===== src/rtl/instr_encoder.sv =====
// instr_encoder: packs symbolic instruction requests into 32-bit MIPS words and writes
// them sequentially into instruction memory.
// Latency: request accepted in cycle N -> im_we/im_addr/im_wdata registered in cycle N+1.
// Backpressure: in_ready is high only while a session runs with room left (count < DEPTH).
// Optional feature macro: NOP_FILL_EN (adds a one-cycle delay-slot NOP fill after
// beq/j/jal/jr); with it undefined, branches encode like any other op.
module instr_encoder #(
  parameter int ADDR_W = 10,   // word-address width of im_addr
  parameter int DEPTH  = 1024  // words per session, 1 <= DEPTH <= 2**ADDR_W
) (
  input  logic              clk,
  input  logic              reset,
  input  logic              start,
  input  logic              finish,
  input  logic              in_valid,
  output logic              in_ready,
  input  logic [3:0]        in_op,
  input  logic [4:0]        in_rs,
  input  logic [4:0]        in_rt,
  input  logic [4:0]        in_rd,
  input  logic [25:0]       in_imm,
  output logic              im_we,
  output logic [ADDR_W-1:0] im_addr,
  output logic [31:0]       im_wdata,
  output logic              busy,
  output logic              done,
  output logic              illegal,
  output logic [ADDR_W:0]   count
);

  // Symbolic op identifiers presented on in_op
  localparam logic [3:0] OP_ADDU = 4'd0;
  localparam logic [3:0] OP_SUBU = 4'd1;
  localparam logic [3:0] OP_ORI  = 4'd2;
  localparam logic [3:0] OP_LW   = 4'd3;
  localparam logic [3:0] OP_SW   = 4'd4;
  localparam logic [3:0] OP_BEQ  = 4'd5;
  localparam logic [3:0] OP_LUI  = 4'd6;
  localparam logic [3:0] OP_JAL  = 4'd7;
  localparam logic [3:0] OP_J    = 4'd8;
  localparam logic [3:0] OP_JR   = 4'd9;
  localparam logic [3:0] OP_NOP  = 4'd10;

  // MIPS primary opcodes and R-type function codes
  localparam logic [5:0] MOP_RTYPE = 6'b000000;
  localparam logic [5:0] MOP_ORI   = 6'b001101;
  localparam logic [5:0] MOP_LW    = 6'b100011;
  localparam logic [5:0] MOP_SW    = 6'b101011;
  localparam logic [5:0] MOP_BEQ   = 6'b000100;
  localparam logic [5:0] MOP_LUI   = 6'b001111;
  localparam logic [5:0] MOP_JAL   = 6'b000011;
  localparam logic [5:0] MOP_J     = 6'b000010;
  localparam logic [5:0] FN_ADDU   = 6'b100001;
  localparam logic [5:0] FN_SUBU   = 6'b100011;
  localparam logic [5:0] FN_JR     = 6'b001000;

  // Session limit at the width of the word counter
  localparam logic [ADDR_W:0] LP_DEPTH = (ADDR_W+1)'(DEPTH);

  typedef enum logic [1:0] {
    S_IDLE = 2'd0,
    S_RUN  = 2'd1,
    S_DONE = 2'd2,
    S_FILL = 2'd3
  } state_t;

  state_t              r_state;
  logic                r_im_we;
  logic [ADDR_W-1:0]   r_im_addr;
  logic [31:0]         r_im_wdata;
  logic                r_busy;
  logic                r_done;
  logic                r_illegal;
  logic [ADDR_W:0]     r_count;

  logic [31:0]         w_word;
  logic                w_legal;
  logic [15:0]         w_imm16;
  logic [ADDR_W:0]     w_count_inc;
  logic                w_full_next;
  logic                w_accept;
`ifdef NOP_FILL_EN
  logic                w_branch;
`endif

  assign w_imm16     = in_imm[15:0];
  assign w_count_inc = r_count + 1'b1;
  // The write about to happen (request or fill) uses up the last free slot
  assign w_full_next = (w_count_inc == LP_DEPTH);
  assign in_ready    = (r_state == S_RUN) && (r_count < LP_DEPTH);
  assign w_accept    = in_valid & in_ready;

  // Encode the presented request into a MIPS word; ops 11-15 flag as illegal
  always_comb begin
    w_word  = 32'h0000_0000;
    w_legal = 1'b1;
    case (in_op)
      OP_ADDU: w_word = {MOP_RTYPE, in_rs, in_rt, in_rd, 5'b00000, FN_ADDU};
      OP_SUBU: w_word = {MOP_RTYPE, in_rs, in_rt, in_rd, 5'b00000, FN_SUBU};
      OP_ORI:  w_word = {MOP_ORI,   in_rs, in_rt, w_imm16};
      OP_LW:   w_word = {MOP_LW,    in_rs, in_rt, w_imm16};
      OP_SW:   w_word = {MOP_SW,    in_rs, in_rt, w_imm16};
      OP_BEQ:  w_word = {MOP_BEQ,   in_rs, in_rt, w_imm16};
      OP_LUI:  w_word = {MOP_LUI,   5'b00000, in_rt, w_imm16};
      OP_JAL:  w_word = {MOP_JAL,   in_imm};
      OP_J:    w_word = {MOP_J,     in_imm};
      OP_JR:   w_word = {MOP_RTYPE, in_rs, 15'b0, FN_JR};
      OP_NOP:  w_word = 32'h0000_0000;
      default: w_legal = 1'b0;
    endcase
  end

`ifdef NOP_FILL_EN
  // Control transfers that need a delay-slot NOP written after them
  always_comb begin
    w_branch = 1'b0;
    case (in_op)
      OP_BEQ, OP_JAL, OP_J, OP_JR: w_branch = 1'b1;
      default:                     w_branch = 1'b0;
    endcase
  end
`endif

  // Session FSM with registered IM write port and status outputs
  always_ff @(posedge clk or posedge reset) begin
    if (reset) begin
      r_state    <= S_IDLE;
      r_im_we    <= 1'b0;
      r_im_addr  <= '0;
      r_im_wdata <= 32'h0000_0000;
      r_busy     <= 1'b0;
      r_done     <= 1'b0;
      r_illegal  <= 1'b0;
      r_count    <= '0;
    end else begin
      // The write strobe is a single-cycle pulse per word
      r_im_we <= 1'b0;
      if (start) begin
        // start has priority over finish and over a request in the same cycle
        r_state   <= S_RUN;
        r_count   <= '0;
        r_illegal <= 1'b0;
        r_done    <= 1'b0;
        r_busy    <= 1'b1;
      end else begin
        case (r_state)
          S_RUN: begin
            if (w_accept) begin
              if (w_legal) begin
                r_im_we    <= 1'b1;
                r_im_addr  <= r_count[ADDR_W-1:0];
                r_im_wdata <= w_word;
                r_count    <= w_count_inc;
              end else begin
                r_illegal  <= 1'b1;
              end
              // The accepted word is still written when finish coincides with it
              if (finish || (w_legal && w_full_next)) begin
                r_state <= S_DONE;
                r_busy  <= 1'b0;
                r_done  <= 1'b1;
              end
`ifdef NOP_FILL_EN
              else if (w_legal && w_branch) begin
                r_state <= S_FILL;
              end
`endif
            end else if (finish) begin
              r_state <= S_DONE;
              r_busy  <= 1'b0;
              r_done  <= 1'b1;
            end
          end
`ifdef NOP_FILL_EN
          S_FILL: begin
            // Delay-slot NOP; a finish seen here takes effect once it is written
            r_im_we    <= 1'b1;
            r_im_addr  <= r_count[ADDR_W-1:0];
            r_im_wdata <= 32'h0000_0000;
            r_count    <= w_count_inc;
            if (finish || w_full_next) begin
              r_state <= S_DONE;
              r_busy  <= 1'b0;
              r_done  <= 1'b1;
            end else begin
              r_state <= S_RUN;
            end
          end
`endif
          default: begin
            // IDLE and DONE wait for start
          end
        endcase
      end
    end
  end

  assign im_we    = r_im_we;
  assign im_addr  = r_im_addr;
  assign im_wdata = r_im_wdata;
  assign busy     = r_busy;
  assign done     = r_done;
  assign illegal  = r_illegal;
  assign count    = r_count;

endmodule


===== config.mk =====
export PLATFORM = sky130hd
export DESIGN_NAME = instr_encoder
export DESIGN_NICKNAME = d
export VERILOG_FILES = /design/src/rtl/instr_encoder.sv
export SDC_FILE = /design/constraint.sdc
export NUM_CORES = 1
export LEC_CHECK = 0
export ABC_CLOCK_PERIOD_IN_PS = 2100
export CORE_ASPECT_RATIO = 0.9
export CORE_MARGIN = 5
export CORE_UTILIZATION = 41
export CTS_BUF_LIST = sky130_fd_sc_hd__clkbuf_8 sky130_fd_sc_hd__clkbuf_16
export DETAILED_ROUTE_END_ITERATION = 10
export PLACE_DENSITY = 0.79
export SLEW_MARGIN = 20
export SYNTH_ARGS = -nofsm -noshare
export SYNTH_HDL_FRONTEND = slang
export SYNTH_SLANG_ARGS = --single-unit

===== constraint.sdc =====
create_clock -name clk -period 2.1 [get_ports clk]
set_clock_uncertainty 0.1 [all_clocks]
set_input_delay 0.525 -clock clk [delete_from_list [all_inputs] [get_ports clk]]
set_output_delay 0.525 -clock clk [all_outputs]
set_load 0.02 [all_outputs]

==> results.json, run 1 <==
{
  "ff2ff_path_depth": 6,
  "dp_slack_ns": -0.269,
  "yosys_warnings": 0,
  "synth_area_per_cell_um2": 9.72,
  "min_path_cells": 2,
  "path_max_fanout": 6,
  "synth.mux.area_fraction_pct": 6.64,
  "cts_tree": "yes",
  "required_ns": 1.47,
  "viasPerCell": 5.38,
  "cts_root_buf": "clkbuf_8",
  "grt_overflow": 0,
  "antenna_found_initial": 0,
  "clockBufferDepth": 2,
  "fin_area_um2": 4560,
  "rr_startpoint": "count[10]$_DFFE_PP0P_",
  "dpl_cell_area_um2": 4430,
  "routedWlPerCell_um": 16.0,
  "synthesis.nets": 372,
  "cts_setup_buffers": 0,
  "core_um2": 7470,
  "htreeDepth": 2,
  "diodes": 0,
  "final_common_cell": "clkdlybuf4s50_1",
  "cts_inserted_buffers": 5,
  "final_util_pct": 61.0,
  "gp_congestion": 0.839,
  "synthFlopType": "dfrtp_1",
  "max_stage_delay_ns": 0.65,
  "area_growth_pct": 46.5,
  "grt_pass1_wl_mm": 14.1,
  "crit_path_start_kind": "flip-flop",
  "synth_edf_count": 0,
  "clkLatencyLatePin_ns": 0.31,
  "grt_pass1_vias": 2926,
  "arrival_ns": 1.43,
  "cpMaxStageDelayCell": "clkdlybuf4s50_1",
  "syn_area_um2": 3110,
  "synth_compound_area_share_pct": 23.1,
  "reg2reg_to": "im_wdata[14]$_DFFE_PP0P_",
  "start_util_pct": 41.6,
  "fin_crit_sh_pct": 97.7,
  "power_leakage_uw": 0.00198,
  "die-width_um": 102,
  "dpl.hpwl_mm": 6.28,
  "synthCells": 320,
  "async_flop_share_pct": 100,
  "crit_path_cell_trace": "clkdlybuf4s50_1",
  "hold_start": "im_wdata[7]$_DFFE_PP0P_",
  "finalSetupViolCount": 0,
  "worstSetupEndpointType": "primary output",
  "powerDensity_nw_per_um2": 639,
  "die_h_um": 92.6,
  "drv_slew": 0,
  "maxCapViolations": 0,
  "fin_nets": 488,
  "min_period_ns": 2.05,
  "drtPass1Iterations": 4,
  "num_rows": 30,
  "portBuffers": 106,
  "layout-drive-gt1-share_pct": 15.6,
  "status": "complete, no violations",
  "die_area_um2": 9430,
  "synth-seq-cells": 56,
  "irDropWorstVdd_uv": 297,
  "synthSimpleGateAreaFrac_pct": 16.9,
  "layout_common_cells": "99 x clkdlybuf4s50_1, 53 x dfrtp_1, 38 x nand2_1, 31 x o21ai_0, 27 x buf_4",
  "finalWirelength_mm": 8.51,
  "postCtsHoldBufs": 0,
  "antenna_left": 0,
  "rsz0062_at_grt": "yes",
  "ys_types": 51,
  "synthXorXnorAreaFrac_pct": 1.97,
  "hold_viol_final": 0,
  "timing.final.ws_setup_ns": 0.0489,
  "pin_count": 108,
  "worstHoldEndpoint": "im_wdata[7]$_DFFE_PP0P_",
  "reg2reg_setup_slack_ns": 0.18,
  "path_buf_inv": 1,
  "critPathTopFamily": "buffers and inverters",
  "ys_seq_area_share_pct": 45.1,
  "clock.fmax_mhz": 488,
  "drtIter0Drc": 111,
  "vias": 2866,
  "clock-sinks": 56,
  "filler_cell_count": 623,
  "drc_errors": 0,
  "hold_path.class": "flip-flop to flip-flop",
  "fin_setup_tns_ns": 0,
  "grt_max_degree": 57,
  "synth-adder-area-share_pct": 0.805,
  "clk_pin_slew_ns": 0.10,
  "track_usage_pct": 18.2,
  "critPathKind": "flip-flop to primary output",
  "synth_top_family_by_area": "compound AO/OA/AOI/OAI gates"
}
-- per-layer routing --
metal	vias up	part of all wire, %	global-route usage [%]
met2	89	49	30.8
met5	-	0	0
li1	1382	-	-
met1	1387	42	23.4
met3	8	8.7	5.42
met4	0	0.69	3.17
-- how the worst max path moves through the flow --
stage                         start                  endpoint  slack [ns]  cells past startpoint
2_1_floorplan                 reset      count[0]$_DFFE_PP0P_        0.10                      1
3_3_place_gp               in_op[1]      count[9]$_DFFE_PP0P_       -0.25                      5
3_5_place_dp               in_op[1]  im_wdata[31]$_DFFE_PP0P_       -0.27                      5
4_1_cts        count[1]$_DFFE_PP0P_                  count[1]       0.004                      1
5_1_grt                    in_valid      count[7]$_DFFE_PP0P_      -0.007                      6
6_report       count[9]$_DFFE_PP0P_                  count[9]        0.05                      1
-- report_power, final --
group / internal (uW) / switching (uW)
registers: 1210 / 80.3
logic: 479 / 451
clock network: 350 / 345
-- cell type report --
cell class | instances | area [um^2] | share of cell area, %
sequential | 56 | 1410 | 30.8
clock inverter | 3 | 38.8 | 0.851
timing repair buffer | 138 | 1350 | 29.5
tap | 96 | 120 | 2.64
clock buffer | 5 | 68.8 | 1.51
multi-input combinational | 228 | 1550 | 34.1
inverter | 7 | 26.3 | 0.576
-- sequential cells by signal, indices dropped and copies added, names as in the netlist --
register  cells
illegal       1
count        11
r_state       2
im_we         1
im_addr      10
im_wdata     31
-- tightest hold or removal path: stages, from the launching register on --
cell and delay, ns:
dfrtp_1 0.36, nand2_1 0.05, o21ai_0 0.05
-- timing repair --
action | in CTS | in global routing
setup endpoints to repair | 5 | 9
pin swaps | 0 | 0
resized for setup | 5 | 8
hold endpoints to repair | 0 | 0
gates cloned | 0 | 0
-- per-stage QoR --
step / instances / total power, uW / hold WS (ns)
2_1_floorplan: 320 / 1750 / 0.482
5_1_grt: 533 / 3060 / 0.423
3_3_place_gp: 525 / 2220 / 0.362
3_5_place_dp: 525 / 2240 / 0.370
6_report: 533 / 2910 / 0.389
4_1_cts: 533 / 2930 / 0.394
-- cell families after synthesis --
kind of cell / after synthesis
other: 1
AO/OA/AOI/OAI: 101
adder cells (fa/ha/maj): 2
AND/OR/NAND/NOR: 98
buffers and inverters: 36
XOR/XNOR: 7
flip-flops: 56
multiplexers: 19
-- cells in the mapped netlist (all sizes together) (2+ instances only) --
library cell,instances,share of area (%)
nand2,38,4.6
buf,18,3.1
a21oi,12,1.9
o211ai,6,1.4
nor2,19,2.3
a2bb2oi,2,0.56
and3,2,0.40
a211o,2,0.56
nor3b,8,2.1
a2111oi,2,1.8
inv,7,0.84
nor4b,2,1.0
and4b,6,1.9
nand3b,2,0.48
clkbuf,11,1.4
a22oi,5,1.2
nand2b,2,0.40
a211oi,3,0.72
o22ai,5,1.0
nor2b,8,1.6
o31ai,3,0.72
a31o,2,0.56
nand3,6,0.97
dfrtp,56,45
a31oi,2,0.40
ha,2,0.80
mux2,13,4.7
o21bai,2,0.48
o21ai,34,5.5
mux2i,6,1.9
xnor2,7,2.0
a22o,15,4.2
Power figures use the tool's default switching activity.
==> inputs of run 2 (changes only) <==
--- a/config.mk
+++ b/config.mk
@@ -5,13 +5,14 @@
 export SDC_FILE = /design/constraint.sdc
 export NUM_CORES = 1
 export LEC_CHECK = 0
+export ABC_AREA = 1
 export ABC_CLOCK_PERIOD_IN_PS = 2100
 export CORE_ASPECT_RATIO = 0.9
 export CORE_MARGIN = 5
-export CORE_UTILIZATION = 41
+export CORE_UTILIZATION = 39
 export CTS_BUF_LIST = sky130_fd_sc_hd__clkbuf_8 sky130_fd_sc_hd__clkbuf_16
 export DETAILED_ROUTE_END_ITERATION = 10
-export PLACE_DENSITY = 0.79
+export PLACE_DENSITY = 0.78
 export SLEW_MARGIN = 20
 export SYNTH_ARGS = -nofsm -noshare
 export SYNTH_HDL_FRONTEND = slang
==> results.json, run 2 <==
{
  "async_flop_share_pct": 100,
  "synthFlopType": "dfrtp_1",
  "synth.most_common_cell": "nand2_1",
  "ys_types": 29,
  "synthesis.nets": 400,
  "gr-usage-met2_pct": 27.9,
  "clock.fmax_mhz": 491,
  "synth_edf_count": 0,
  "grt_overflow": 0,
  "grt_max_degree": 36,
  "cts_root_buf": "clkbuf_8",
  "clkLatencyLatePin_ns": 0.30,
  "finalSetupViolCount": 0,
  "status": "complete, no violations",
  "die-width_um": 98.6,
  "arrival_ns": 1.41,
  "antenna_found_initial": 0,
  "vias": 2673,
  "gp_congestion": 0.838,
  "ys_top_cells_by_area": "dfrtp_1 51%, nand2_1 16%, inv_1 5.6%, o21ai_1 4.0%, o22ai_1 3.4%",
  "layout_common_cells": "120 x nand2_1, 102 x clkdlybuf4s50_1, 56 x dfrtp_1, 40 x inv_1, 22 x o21ai_1",
  "power_uw": 3150,
  "final_common_cell": "nand2_1",
  "crit_path_cell_trace": "clkdlybuf4s50_1",
  "powerDensity_nw_per_um2": 743,
  "crit_path_start_kind": "flip-flop",
  "largest_reg_flops": 31,
  "path_max_fanout": 5,
  "syn_area_um2": 2760,
  "viasPerCell": 4.73,
  "antenna_left": 0,
  "critPathTopFamily": "buffers and inverters",
  "stdcell_count": 565,
  "power_leakage_uw": 0.00207,
  "drtIter0Drc": 106,
  "required_ns": 1.47,
  "fin_crit_sh_pct": 96.9,
  "grt_pass1_vias": 2653,
  "worstSetupEndpointType": "primary output",
  "drc_errors": 0,
  "htreeDepth": 2,
  "clock-sinks": 56,
  "yosysTopAreaCell": "dfrtp_1",
  "synth_area_per_cell_um2": 7.92,
  "portBuffers": 106,
  "busiest_layer": "met2",
  "min_period_ns": 2.04,
  "synthCells": 348,
  "synthTopCellsByCount": "120 x nand2_1, 56 x dfrtp_1, 41 x inv_1",
  "diodes": 0,
  "drtPass1Iterations": 4,
  "drv_slew": 0,
  "worst_pin_slew_ns": 0.669,
  "dp_cells": 557,
  "dpl.hpwl_mm": 5.88,
  "synth-seq-cells": 56,
  "path_buf_inv": 1,
  "critPathKind": "flip-flop to primary output",
  "irDropWorstVdd_uv": 307,
  "num_rows": 29,
  "maxCapViolations": 0,
  "clk_pin_slew_ns": 0.11,
  "cpMaxStageDelayCell": "clkdlybuf4s50_1",
  "start_util_pct": 39.5,
  "rsz0062_at_grt": "no",
  "ys_seq_area_share_pct": 50.9,
  "gr-usage-met3_pct": 4.26,
  "layout-drive-gt1-share_pct": 10.6,
  "grt_use_met1_pct": 22.7,
  "cts_tree": "yes",
  "area_growth_pct": 53.6,
  "max_stage_delay_ns": 0.65,
  "slew_headroom_pct": 54.9,
  "grt_pass1_wl_mm": 12.6,
  "die_area_um2": 8850,
  "hold_viol_final": 0,
  "pin_count": 108,
  "clockBufferDepth": 2,
  "fin_nets": 523,
  "finalWirelength_mm": 7.52,
  "hold_path.class": "flip-flop to flip-flop",
  "routedWlPerCell_um": 13.3,
  "track_usage_pct": 16.9,
  "yosys_warnings": 0,
  "cts_inserted_buffers": 5,
  "synth_top_area_share_pct": 50.9,
  "die_h_um": 89.7,
  "core_um2": 6970
}
==> run 2: per-layer routing <==
metal / wire [um] / vias up
met5: 0 / -
met4: 69 / 0
met3: 493 / 5
met2: 3450 / 78
li1: - / 1359
met1: 3510 / 1231
==> run 2: stage by stage <==
stage / instance area, um^2 / utilization, % / setup TNS, ns / hold WS (ns) / worst slack, ns
finish: 4230 / 60.8 / 0 / 0.389 / 0.0645
global route: 4230 / 60.8 / 0 / 0.402 / 0.00566
CTS: 4230 / 60.7 / 0 / 0.390 / 0.0235
detailed placement: 4120 / 59.1 / -3.55 / 0.365 / -0.113
global placement: 4120 / 59.1 / -2.13 / 0.362 / -0.0633
floorplan: 2760 / - / 0 / 0.482 / 0.104
==> run 2: logic make-up after synthesis <==
logic type | count (synthesis) | synth area share, %
fa+ha+maj | 2 | 0.908
other cells | 1 | 0.136
xor+xnor | 1 | 0.318
flops | 56 | 50.9
buf+inv | 59 | 8.90
compound gates | 62 | 13.6
simple gates | 167 | 25.3
==> run 2: path summary, 6_finish.rpt <==
check	from	end	slack (ns)	cells after the start
setup reg to reg	count[0]$_DFFE_PP0P_	r_state[0]$_DFFE_PP0P_	0.27	12
max in group asynchronous	reset	im_wdata[4]$_DFFE_PP0P_	1.22	3
hold / removal	im_wdata[24]$_DFFE_PP0P_	im_wdata[24]$_DFFE_PP0P_	0.39	2
hold reg to reg	im_wdata[24]$_DFFE_PP0P_	im_wdata[24]$_DFFE_PP0P_	0.39	2
min in group asynchronous	reset	im_wdata[14]$_DFFE_PP0P_	0.46	3
setup / recovery	count[3]$_DFFE_PP0P_	count[3]	0.06	1
==> run 2: final cells by class <==
type / instances / area (um^2)
clock buffer: 5 / 68.8
clock inverter: 3 / 42.5
fill: 641 / 2730
inverter: 48 / 183
multi-input combinational: 233 / 1110
sequential: 56 / 1400
tap: 93 / 116
timing repair buffer: 127 / 1310
==> run 2: power breakdown <==
group	internal [uW]	switching (uW)	total, uW
Clock	354	351	705
Combinational	535	542	1080
Sequential	1260	107	1360
Total	2150	1000	3150
==> run 2: what timing repair did <==
item	CTS	global route
cloned	0	0
pin swaps	0	0
hold buffers	0	0
setup buffers	0	0
hold endpoints to repair	0	0
endpoints found under the setup margin	1	3
gates resized for setup	1	3
